[config.mk]
export PLATFORM = sky130hd
export DESIGN_NAME = multicycle_control_unit
export DESIGN_NICKNAME = d
export VERILOG_FILES = /design/src/rtl/multicycle_control_unit.sv
export SDC_FILE = /design/constraint.sdc
export NUM_CORES = 1
export LEC_CHECK = 0
export CORE_MARGIN = 4
export CORE_UTILIZATION = 49
export CTS_CLUSTER_DIAMETER = 30
export DETAILED_ROUTE_END_ITERATION = 6
export HOLD_SLACK_MARGIN = 0.15
export PLACE_DENSITY = 0.8
export SKIP_CTS_REPAIR_TIMING = 1
export SYNTH_ARGS = -nofsm -noshare
export SYNTH_HDL_FRONTEND = slang
export SYNTH_SLANG_ARGS = --single-unit
[constraint.sdc]
create_clock -name clk -period 3.09 [get_ports clk]
set_input_delay 0.618 -clock clk [delete_from_list [all_inputs] [get_ports clk]]
set_output_delay 0.618 -clock clk [all_outputs]
set_load 0.02 [all_outputs]
[src/rtl/multicycle_control_unit.sv]
// Multi-cycle control FSM for the LEGv8-style core: FETCH/DECODE/EXEC/MEM/WB with HALT.
// Strobes are combinational from state/op_q; memory waits are bounded by MEM_TIMEOUT.
module multicycle_control_unit #(
  parameter int OPCODE_W    = 4,
  parameter int ALU_OP_W    = 3,
  parameter int MEM_TIMEOUT = 16,
  parameter int CNT_W       = 32
) (
  input  logic                clk,
  input  logic                reset,
  input  logic [OPCODE_W-1:0] opcode,
  input  logic                mem_ready,
  output logic                mem_req,
  output logic                mem_read_en,
  output logic                mem_write_en,
  output logic                addr_sel,
  output logic                ir_write_en,
  output logic                pc_write_en,
  output logic                alu_src_a_sel,
  output logic [1:0]          alu_src_b_sel,
  output logic [ALU_OP_W-1:0] alu_op,
  output logic                reg_write_en,
  output logic [1:0]          mem_to_reg_sel,
  output logic                rd_sel_i_type,
  output logic                branch_en,
  output logic                jump_en,
  output logic                retire,
  output logic [CNT_W-1:0]    instr_count,
  output logic [2:0]          state,
  output logic                halted,
  output logic                illegal_op,
  output logic                bus_error
);

  typedef enum logic [2:0] {
    S_FETCH  = 3'd0,
    S_DECODE = 3'd1,
    S_EXEC   = 3'd2,
    S_MEM    = 3'd3,
    S_WB     = 3'd4,
    S_HALT   = 3'd5
  } state_t;

  localparam logic [OPCODE_W-1:0] OP_R    = OPCODE_W'(0);
  localparam logic [OPCODE_W-1:0] OP_LW   = OPCODE_W'(1);
  localparam logic [OPCODE_W-1:0] OP_SW   = OPCODE_W'(2);
  localparam logic [OPCODE_W-1:0] OP_BEQ  = OPCODE_W'(3);
  localparam logic [OPCODE_W-1:0] OP_JUMP = OPCODE_W'(4);
  localparam logic [OPCODE_W-1:0] OP_ADDI = OPCODE_W'(5);
  localparam logic [OPCODE_W-1:0] OP_HALT = OPCODE_W'(15);

  localparam logic [ALU_OP_W-1:0] ALU_ADD = ALU_OP_W'(0);
  localparam logic [ALU_OP_W-1:0] ALU_SUB = ALU_OP_W'(1);

  localparam int WAIT_W = (MEM_TIMEOUT > 1) ? $clog2(MEM_TIMEOUT) : 1;
  localparam logic [WAIT_W-1:0] WAIT_LAST = WAIT_W'((MEM_TIMEOUT > 0) ? MEM_TIMEOUT - 1 : 0);

  state_t              state_q, state_d;
  logic [OPCODE_W-1:0] op_q, op_d;
  logic [WAIT_W-1:0]   wait_cnt_q, wait_cnt_d;
  logic [CNT_W-1:0]    instr_count_q, instr_count_d;
  logic                illegal_op_q, illegal_op_d;
  logic                bus_error_q, bus_error_d;
  logic                timeout_hit;
  logic                op_legal;

  assign state       = state_q;
  assign halted      = (state_q == S_HALT);
  assign instr_count = instr_count_q;
  assign illegal_op  = illegal_op_q;
  assign bus_error   = bus_error_q;

  // Datapath controls; selects follow the state, strobes are killed during reset.
  always_comb begin
    mem_req        = 1'b0;
    mem_read_en    = 1'b0;
    mem_write_en   = 1'b0;
    addr_sel       = 1'b0;
    ir_write_en    = 1'b0;
    pc_write_en    = 1'b0;
    alu_src_a_sel  = 1'b0;
    alu_src_b_sel  = 2'b00;
    alu_op         = ALU_ADD;
    reg_write_en   = 1'b0;
    mem_to_reg_sel = 2'b00;
    rd_sel_i_type  = 1'b0;
    branch_en      = 1'b0;
    jump_en        = 1'b0;
    retire         = 1'b0;
    case (state_q)
      S_FETCH: begin
        mem_req       = 1'b1;
        mem_read_en   = 1'b1;
        alu_src_a_sel = 1'b1;
        alu_src_b_sel = 2'b01;
        ir_write_en   = mem_ready;
        pc_write_en   = mem_ready;
      end
      S_EXEC: begin
        case (op_q)
          OP_ADDI, OP_LW, OP_SW: alu_src_b_sel = 2'b10;
          OP_BEQ: begin
            alu_op    = ALU_SUB;
            branch_en = 1'b1;
            retire    = 1'b1;
          end
          OP_JUMP: begin
            jump_en = 1'b1;
            retire  = 1'b1;
          end
          default: ;
        endcase
      end
      S_MEM: begin
        mem_req      = 1'b1;
        addr_sel     = 1'b1;
        mem_read_en  = (op_q == OP_LW);
        mem_write_en = (op_q == OP_SW);
        retire       = (op_q == OP_SW) && mem_ready;
      end
      S_WB: begin
        reg_write_en   = 1'b1;
        retire         = 1'b1;
        mem_to_reg_sel = (op_q == OP_LW) ? 2'b01 : 2'b00;
        rd_sel_i_type  = (op_q == OP_LW) || (op_q == OP_ADDI);
      end
      default: ;
    endcase
    if (reset) begin
      mem_req      = 1'b0;
      mem_read_en  = 1'b0;
      mem_write_en = 1'b0;
      ir_write_en  = 1'b0;
      pc_write_en  = 1'b0;
      reg_write_en = 1'b0;
      branch_en    = 1'b0;
      jump_en      = 1'b0;
      retire       = 1'b0;
    end
  end

  always_comb begin
    op_legal = (opcode == OP_R)   || (opcode == OP_LW)   || (opcode == OP_SW) ||
               (opcode == OP_BEQ) || (opcode == OP_JUMP) || (opcode == OP_ADDI);
    // The wait counter sits at WAIT_LAST during the MEM_TIMEOUT-th wait cycle.
    timeout_hit   = (MEM_TIMEOUT > 0) && !mem_ready && (wait_cnt_q == WAIT_LAST);
    state_d       = state_q;
    op_d          = op_q;
    illegal_op_d  = illegal_op_q;
    bus_error_d   = bus_error_q;
    instr_count_d = retire ? instr_count_q + CNT_W'(1) : instr_count_q;
    case (state_q)
      S_FETCH: begin
        if (mem_ready) begin
          state_d = S_DECODE;
        end else if (timeout_hit) begin
          state_d     = S_HALT;
          bus_error_d = 1'b1;
        end
      end
      S_DECODE: begin
        op_d = opcode;
        if (opcode == OP_HALT) begin
          state_d = S_HALT;
        end else if (op_legal) begin
          state_d = S_EXEC;
        end else begin
          state_d      = S_HALT;
          illegal_op_d = 1'b1;
        end
      end
      S_EXEC: begin
        case (op_q)
          OP_R, OP_ADDI: state_d = S_WB;
          OP_LW, OP_SW:  state_d = S_MEM;
          default:       state_d = S_FETCH;
        endcase
      end
      S_MEM: begin
        if (mem_ready) begin
          state_d = (op_q == OP_LW) ? S_WB : S_FETCH;
        end else if (timeout_hit) begin
          state_d     = S_HALT;
          bus_error_d = 1'b1;
        end
      end
      S_WB:    state_d = S_FETCH;
      default: state_d = S_HALT;
    endcase
    if (state_d != state_q) begin
      wait_cnt_d = '0;
    end else if (!mem_ready && ((state_q == S_FETCH) || (state_q == S_MEM))) begin
      wait_cnt_d = wait_cnt_q + WAIT_W'(1);
    end else begin
      wait_cnt_d = wait_cnt_q;
    end
  end

  always_ff @(posedge clk) begin
    if (reset) begin
      state_q       <= S_FETCH;
      op_q          <= '0;
      wait_cnt_q    <= '0;
      instr_count_q <= '0;
      illegal_op_q  <= 1'b0;
      bus_error_q   <= 1'b0;
    end else begin
      state_q       <= state_d;
      op_q          <= op_d;
      wait_cnt_q    <= wait_cnt_d;
      instr_count_q <= instr_count_d;
      illegal_op_q  <= illegal_op_d;
      bus_error_q   <= bus_error_d;
    end
  end

endmodule
==> results of run 1 <==
-- worst max-delay path by stage --
stage / slack [ns] / endpoint / start
floorplan: 0.35 / pc_write_en / reset
CTS: -0.004 / retire / op_q[3]
detailed placement: 0.07 / retire / mem_ready
finish: 0.09 / retire / mem_ready
global route: 0.02 / retire / mem_ready
global placement: 0.08 / retire / mem_ready
-- stage by stage --
stage                     worst slack (ns)  instance area (µm²)
after floorplan                      0.352                 2490
after global placement              0.0819                 3140
after detailed placement            0.0694                 3140
after CTS                         -0.00428                 3260
after global routing                0.0172                 3270
final                               0.0866                 3270
-- registers in the layout (all words and copies together) (netlist names) --
name,flops
bus_error,1
state,3
op_q,4
instr_count,32
illegal_op,1
wait_cnt_q,4
-- layout make-up --
type	instances	area [µm²]	area share (%)
Clock buffer	6	72.6	2.22
Clock inverter	2	38.8	1.19
Tap cell	67	83.8	2.57
Inverter	8	30.0	0.919
Multi-Input combinational cell	229	1460	44.5
Sequential cell	45	901	27.6
Timing Repair Buffer	72	686	21.0
-- cells in the final DEF, fill, tap and decap left out, types with 3 or more instances in the layout --
master | Yosys | final
a2111oi_0 | 4 | 4
a211oi_1 | 8 | 8
a21oi_1 | 23 | 23
a31oi_1 | 5 | 5
buf_4 | 5 | 12
clkbuf_8 | 0 | 5
clkdlybuf4s50_1 | 0 | 59
conb_1 | 1 | 3
dfxtp_1 | 45 | 45
inv_1 | 7 | 7
mux2i_1 | 6 | 6
nand2_1 | 16 | 16
nand2b_1 | 3 | 3
nand3_1 | 15 | 15
nand4_1 | 11 | 11
nor2_1 | 41 | 41
nor3_1 | 6 | 6
o211ai_1 | 3 | 3
o31ai_1 | 11 | 11
or3_1 | 3 | 3
or4_1 | 11 | 11
xnor2_1 | 18 | 18
xor2_1 | 3 | 3
-- cells in the mapped netlist (3+ instances only) --
cell type  instances  area share [%]
dfxtp_1           45              36
nor2_1            41             6.2
a21oi_1           23             4.6
xnor2_1           18             6.4
nand2_1           16             2.4
clkbuf_1          15             2.3
nand3_1           15             3.0
nand4_1           11             2.8
o31ai_1           11             3.3
or4_1             11             3.3
a211oi_1           8             2.4
inv_1              7             1.1
mux2i_1            6             2.4
nor3_1             6             1.2
a31oi_1            5             1.3
buf_4              5             1.5
a2111oi_0          4             1.4
buf_2              3            0.61
nand2b_1           3            0.76
o211ai_1           3            0.91
or3_1              3            0.76
or4b_1             3             1.2
xor2_1             3             1.1
-- critical path: cells and delay by family --
kind                   cells  cell delay [ns]
buffers and inverters      3             1.13
AND/OR/NAND/NOR            2             0.42
AO/OA/AOI/OAI              1             0.22
-- cells by family after synthesis --
group / Yosys count
simple gates: 127
compound gates: 70
flops: 45
buf+inv: 32
xor+xnor: 21
mux: 6
fa+ha+maj: 2
other cells: 1
-- power breakdown --
group	switching [µW]	internal [µW]
clock	206	243
sequential	10.7	590
combinational	114	88.6
-- metal layers --
| metal | GRT usage, % | up-vias |
|---|---|---|
| li1 | - | 1228 |
| met1 | 27.5 | 1162 |
| met2 | 34.2 | 57 |
| met3 | 4.54 | 14 |
| met4 | 10.3 | 0 |
| met5 | 0 | - |
==> metrics list, run 1 <==
- Number of routed nets with antenna violations: 0
* Max incr delay on CP: 0.60 ns
* H-tree lvl count: 2
* Post-detail-place hpwl: 4680 µm
* Run status: finished clean
* Total chip power: 1250 µW
- The first global-routing pass estimated 10800 µm of wire.
- Area Growth Syn to Fin: 31.7%
- Number of antenna violations at the first check in global routing: 0
- Critical-path cell list: clkdlybuf4s50_1, nor4bb_1, a31o_1, nor2_1, inv_2, clkdlybuf4s50_1
- Vias in the first global route: 2307
* Source-to-sink clock delay at the later pin of the worst-skew pair: 0.31 ns
* Worst-case vdd ir drop: 0.421 mV
- Compound-Gate Fraction of Synth Area: 19.2%
- Highest metal layer used by the detailed router: met4
- Count of flip-flops with a built-in enable after synthesis: 0
* Core outline area: 4820 µm²
* IO Port Bufs: 60
- Detailed-route wire length per cell: 14.9 µm
* Setup crit end kind: output pin
* Met3 wire length: 291 µm
- After Yosys synthesis, full adders, half adders and majority gates account for 1.01% of the synthesized area.
* Post-Synthesis Cells: 304
- The worst hold path passes through 2 cells.
- DIE HEIGHT: 79.1 µm
* Pin count of the biggest net entering global routing: 21
* Worst R2R Start: op_q[3]
- Ys async rst share: 0%
- Summed over all layers, the global routing overflow is 0.
- Global routing used 21.4% of the available tracks across all layers.
- Total count of hold-check failures in the final report: 0
- Dividing the detail-routed via count by the number of cells gives 5.74.
- The final layout contains 370 nets.
- In this design, the critical path's most frequently occurring cell is clkdlybuf4s50_1.
* Worst hold slack across all endpoints: 0.458 ns
- Worst-path clk slew: 0.08 ns
- The worst hold path terminates at bus_error.
* Via count: 2461
* Final min period: 3.00 ns
* Final Non-Filler Cells: 429
- The congestion estimate from routability-driven global placement came to 0.810.
- By startpoint and endpoint, the worst setup path is classified as input port to output pin.
* Number of cell instances on the worst register-to-register path: 5
- The initialized floorplan defines 25 standard-cell rows.
- DR WL met2: 3030 µm
* Final setup violation count: 0
- Num ports: 64
* Wl on met1: 2930 µm
* Post-Route WL: 6380 µm
* Root Buffer Master: clkbuf_8
- Die span in x: 79.1 µm
- Of the available clock period, the critical path in the final layout requires 97.2%.
- In this run the tightest slew margin relative to its limit is 55.1%.
- The clock net in this run drives a total of 45 sinks.
- Initial standard-cell utilization of the core: 51.5%
- Simple-gate area share of the yosys netlist: 27.7%
* Endpoint of the lowest-slack register-to-register path: instr_count[16]
- Slew at the pin closest to its max-slew limit: 0.669 ns
* Unrepaired setup endpoints after global routing: false
- Netlist area before placement: 2480 µm²
- Final routed DRC violation total: 0
- Critical path peak fanout: 2
* Worst EP required: 2.47 ns
- The die covers 6260 µm².
* Largest family of logic cells by synthesized area: simple AND/OR/NAND/NOR gates
- The first detailed-routing pass ran for 4 iterations.
- Leading register cell type out of synthesis: dfxtp_1
- TritonCTS Buffers: 5
- In this run the worst hold path is classified as flip-flop to flip-flop.
- A synthesized cell averages 8.16 µm².
- Of the total synthesized cell area, the portion taken by XOR and XNOR cells is 7.42%.
- After synthesis, the share of cell area in mux cells is 2.42%.
- Share of the core filled with cells in the final layout: 67.8%
* Fraction of layout cells with a size suffix above 1: 7.73%
- Count of placed standard cells including taps: 421
* Data arrival time of the critical path: 2.39 ns
* Post-route setup TNS: 0 ns
- Fill cell total of the finished layout: 408
* Startpoint kind of the worst setup timing path: input port
* Seq cells post-synth: 45
* Pwr Density: 383 nW/µm²
* Count of distinct cell types in the synthesized netlist: 54
- Final setup skew: 0.0103 ns
* Hold Crit Start: bus_error
- TritonCTS clock tree: built
- The slowest stage of the critical path belongs to the cell clkdlybuf4s50_1.
- Final count of pins violating max slew: 0
- DR iter-0 viols: 126
- During synthesis, Yosys emitted a total of 0 warnings.
- Static leakage power: 0.000997 µW
- The clock passes through at most 2 buffers.
- Across the run, the number of max-cap violations was 0.
* Antenna Cells: 0
- Across all register-to-register paths, the minimum setup slack is 0.53 ns.
- Highest clock rate: 333 MHz
- Portion of the post-synthesis area used by sequential elements: 36.3%
(Power assumes the default switching activity.)
==> inputs of run 2 (changes only) <==
--- a/config.mk
+++ b/config.mk
@@ -5,12 +5,13 @@
 export SDC_FILE = /design/constraint.sdc
 export NUM_CORES = 1
 export LEC_CHECK = 0
+export ABC_AREA = 1
 export CORE_MARGIN = 4
-export CORE_UTILIZATION = 49
+export CORE_UTILIZATION = 51
 export CTS_CLUSTER_DIAMETER = 30
 export DETAILED_ROUTE_END_ITERATION = 6
 export HOLD_SLACK_MARGIN = 0.15
-export PLACE_DENSITY = 0.8
+export PLACE_DENSITY_LB_ADDON = 0.3
 export SKIP_CTS_REPAIR_TIMING = 1
 export SYNTH_ARGS = -nofsm -noshare
 export SYNTH_HDL_FRONTEND = slang
==> run 2 against run 1 <==
  * Synthesized cell count up 54%
  * Maximum frequency up 3.0%
  * Final cell count is 39% higher
  * First-iteration DRC count increased by 49%
  * Non-clock buffer count is 8 lower
  * Wire length rose by 22%
  * Area after synthesis grew 20%
  * Total power is 23% higher
  * Largest cell class unchanged
  * Critical path depth decreased by 2
  * Worst setup slack better by 0.088 ns
  * Sequential cell count unchanged
==> metrics list, run 2 <==
* Count of distinct cell types in the synthesized netlist: 36 (-33%)
- Hold Crit Start: illegal_op
- The tree is rooted in a clkbuf_8.
- The flop and latch count out of synthesis was 45 (unchanged).
- TritonCTS clock tree: built
- Worst Slack Setup Final: 0.175 ns (+0.0883 ns)
- The worst setup path is launched from an input port.
- Number of max-cap violations: 0 (unchanged)
- The standard cell area after detailed placement was 3590 µm² (+14%).
- The wire length reported by the detailed router was 7770 µm (+22%).
- Leaving out fill and tap cells, the most frequent cell in the layout is nand2_1.
* Final routed DRC violation total: 0 (unchanged)
* Via count: 3146 (+28%)
- TritonCTS Buffers: 5 (unchanged)
* Source-to-sink clock delay at the later pin of the worst-skew pair: 0.30 ns (about the same)
* Type of the worst setup path: input port to output pin
- The remaining number of nets flagged by the antenna check after routing came to 0 (unchanged).
* Fill cell total of the finished layout: 525 (+29%)
* Post-route cell area: 3690 µm² (+13%)
* Detailed-route wire length per cell: 13.0 µm (-13%)
* Critical-path cell list: clkdlybuf4s50_1, inv_1, nor3_1, clkdlybuf4s50_1
- The largest net degree at the start of global routing came to 33 (+57%).
* Worst hold slack across all endpoints: 0.448 ns (-0.00993 ns)
- Vias in the first global route: 3024 (+31%)
- The synthesized area per cell was 6.35 µm² (-22%).
- Portion of the post-synthesis area used by sequential elements: 30.4% (-5.9 points)
- Counting instances in the post-synthesis netlist gives the leading cell types as nand2_1 (149), nor2_1 (59), dfxtp_1 (45), inv_1 (43), nand3_1 (27).
- Worst EP required: 2.47 ns (about the same)
* Final setup violation count: 0 (unchanged)
- The areal power density over the cells is 417 nW/µm² (+8.6%).
- On the critical path, the stage with the largest delay is an instance of clkdlybuf4s50_1.
* DRT Pass-1 Iters: 4 (unchanged)
- The biggest area contributor in the post-synthesis netlist is dfxtp_1.
- Initial standard-cell utilization of the core: 53.2% (+1.7 points)
* Leading register cell type out of synthesis: dfxtp_1
- Critical path peak fanout: 6 (+4)
- Worst-path clk slew: 0.08 ns (about the same)
- The flow ran to the end, and the final reports show no timing, DRC or antenna violations.
- The library cells used most frequently in the layout, excluding fill and tap cells, are nand2_1 (149), clkdlybuf4s50_1 (60), nor2_1 (59), dfxtp_1 (45), inv_1 (43).
* Slew at the pin closest to its max-slew limit: 0.682 ns (+0.0129 ns)
- Area of combinational cells with multiple inputs: 1780 µm² (+22%)
- The synthesized instance count came to 467 (+54%).
- Die span in x: 84.3 µm (+6.5%)
- The number of slew-limit violations in the final report came to 0 (unchanged).
* Number of flip-flops in the largest register: 32 (unchanged)
- Launching instance or port of the critical path: mem_ready
* Number of warnings printed during yosys synthesis: 0 (unchanged)
- Overall routing resource usage: 22.3% (+0.90 points)
- The first-pass GRT wire length came to 13300 µm (+24%).
- The number of top-level pins was 64 (unchanged).
- The fraction of layout cells with a size suffix above 1 is 10.6% (+2.9 points).
* Worst-case vdd ir drop: 0.310 mV (-27%)
* Most frequent cell on the critical path: clkdlybuf4s50_1
* Highest clock rate: 343 MHz (+3.0%)
- The area inside the core boundary is 5570 µm² (+16%).
- Antenna Cells: 0 (unchanged)
* Data arrival time of the critical path: 2.30 ns (-0.09 ns)
- The post-placement worst setup slack is 0.205 ns (+0.136 ns).
* Area taken by flip-flops and latches: 901 µm² (unchanged)
- Min-delay worst type: flip-flop to flip-flop
* IO Port Bufs: 60 (unchanged)
- Worst slew margin relative to its limit: 54.2% (-0.94 points)
- Final period util: 94.3% (-2.9 points)
- Unrepaired setup endpoints after global routing: false
- Number of clock sinks seen by CTS: 45 (unchanged)
- Global placer's final weighted congestion: 0.986 (+22%)
- Final setup skew: 0.00722 ns (-0.00312 ns)
* Total count of hold-check failures in the final report: 0 (unchanged)
- The final critical path time including I/O delays and setup is 2.92 ns (-0.0883 ns).
- The area of the die was 7100 µm² (+13%).
- The worst register-to-register path begins at state[0].
- Overflow left after global routing: 0 (unchanged)
- DIE HEIGHT: 84.3 µm (+6.5%)
- Number of antenna violations at the first check in global routing: 0 (unchanged)
- Mean number of vias per cell: 5.26 (-8.3%)
- Max incr delay on CP: 0.66 ns (+0.06 ns)
- Post-layout nets: 534 (+44%)
- The buffer depth of the longest clock path was 2 (unchanged).
- Most frequent cell after synthesis: nand2_1
- The number of flops mapped to enable cells by yosys came to 0 (unchanged).
* Post-route setup TNS: 0 ns (unchanged)
- Ys async rst share: 0% (unchanged)
- The area share of the largest cell type after synthesis is 30.4% (-5.9 points).
- The H-tree depth came to 2 (unchanged).
- The cell area after technology mapping is 2970 µm² (+20%).
* Setup crit end kind: output pin
- Static leakage power: 0.00139 µW (+39%)
- Post-detail-place hpwl: 5840 µm (+25%)
- DR iter-0 viols: 188 (+49%)
- From synthesis to final layout, the design area changed by 24.4%.
- Biggest area contributors in the synthesized netlist: dfxtp_1 (30%), nand2_1 (19%), nor2_1 (7.5%)
- The number of rows created at floorplan came to 27 (+8.0%).
==> run 2: cell types whose count changed in the layout (fill, tap and decap cells not counted), moves of 7 or more <==
cell and delta:
a211oi_1 -7, a21oi_2 +15, buf_4 -8, inv_1 +36
nand2_1 +133, nand2_2 +9, nand3_1 +12, nor2_1 +18
nor3_1 +11, o21ai_0 +9, o31ai_1 -11, or4_1 -11
xnor2_1 -14, xor2_1 +8
==> run 2: power by group <==
group / switching [µW] / internal (µW) / total, µW
Clock: 201 / 202 / 403
Sequential: 38.6 / 614 / 653
Combinational: 304 / 177 / 481
==> run 2: final timing paths <==
path                    end  slack (ns)  cells after the start
max reg2reg  instr_count[9]        1.23                      9
min              illegal_op        0.45                      2
max             pc_write_en        0.17                      4
min reg2reg      illegal_op        0.45                      2
==> run 2: cell type report <==
type / count / area share (%)
clock buffers: 7 / 2.61
well taps: 72 / 2.44
flip-flops and latches: 45 / 24.4
repair buffers: 64 / 17.1
inverters: 48 / 5.05
clock inverters: 1 / 0.136
multi-input cells: 361 / 48.2
==> run 2: critical path, delay by kind of cell <==
family / cells / cell delay, ns
buffers and inverters: 3 / 1.39
and+or+nand+nor: 1 / 0.28
==> run 2: logic make-up after synthesis <==
family / Yosys count / share of synthesized area (%)
AO/OA/AOI/OAI: 50 / 10.5
flip-flops: 45 / 30.4
buffers and inverters: 63 / 9.87
XOR/XNOR: 15 / 4.43
adder cells (fa/ha/maj): 2 / 0.844
multiplexers: 1 / 0.380
AND/OR/NAND/NOR: 290 / 43.4
other: 1 / 0.126
==> run 2: per-layer routing <==
layer,GRT usage [%],vias up,share of wire [%]
li1,-,1588,-
met1,26.2,1435,42
met2,39.9,102,49
met3,4.22,21,5.7
met4,8.92,0,2.8
met5,0,-,0
==> run 2: through the flow <==
step / util, % / cells / total power [µW]
floorplan: - / 469 / 999
global route: 66.2 / 598 / 1640
detailed placement: 64.4 / 590 / 1140
finish: 66.2 / 598 / 1540
CTS: 66.2 / 598 / 1550
global placement: 64.4 / 590 / 1130
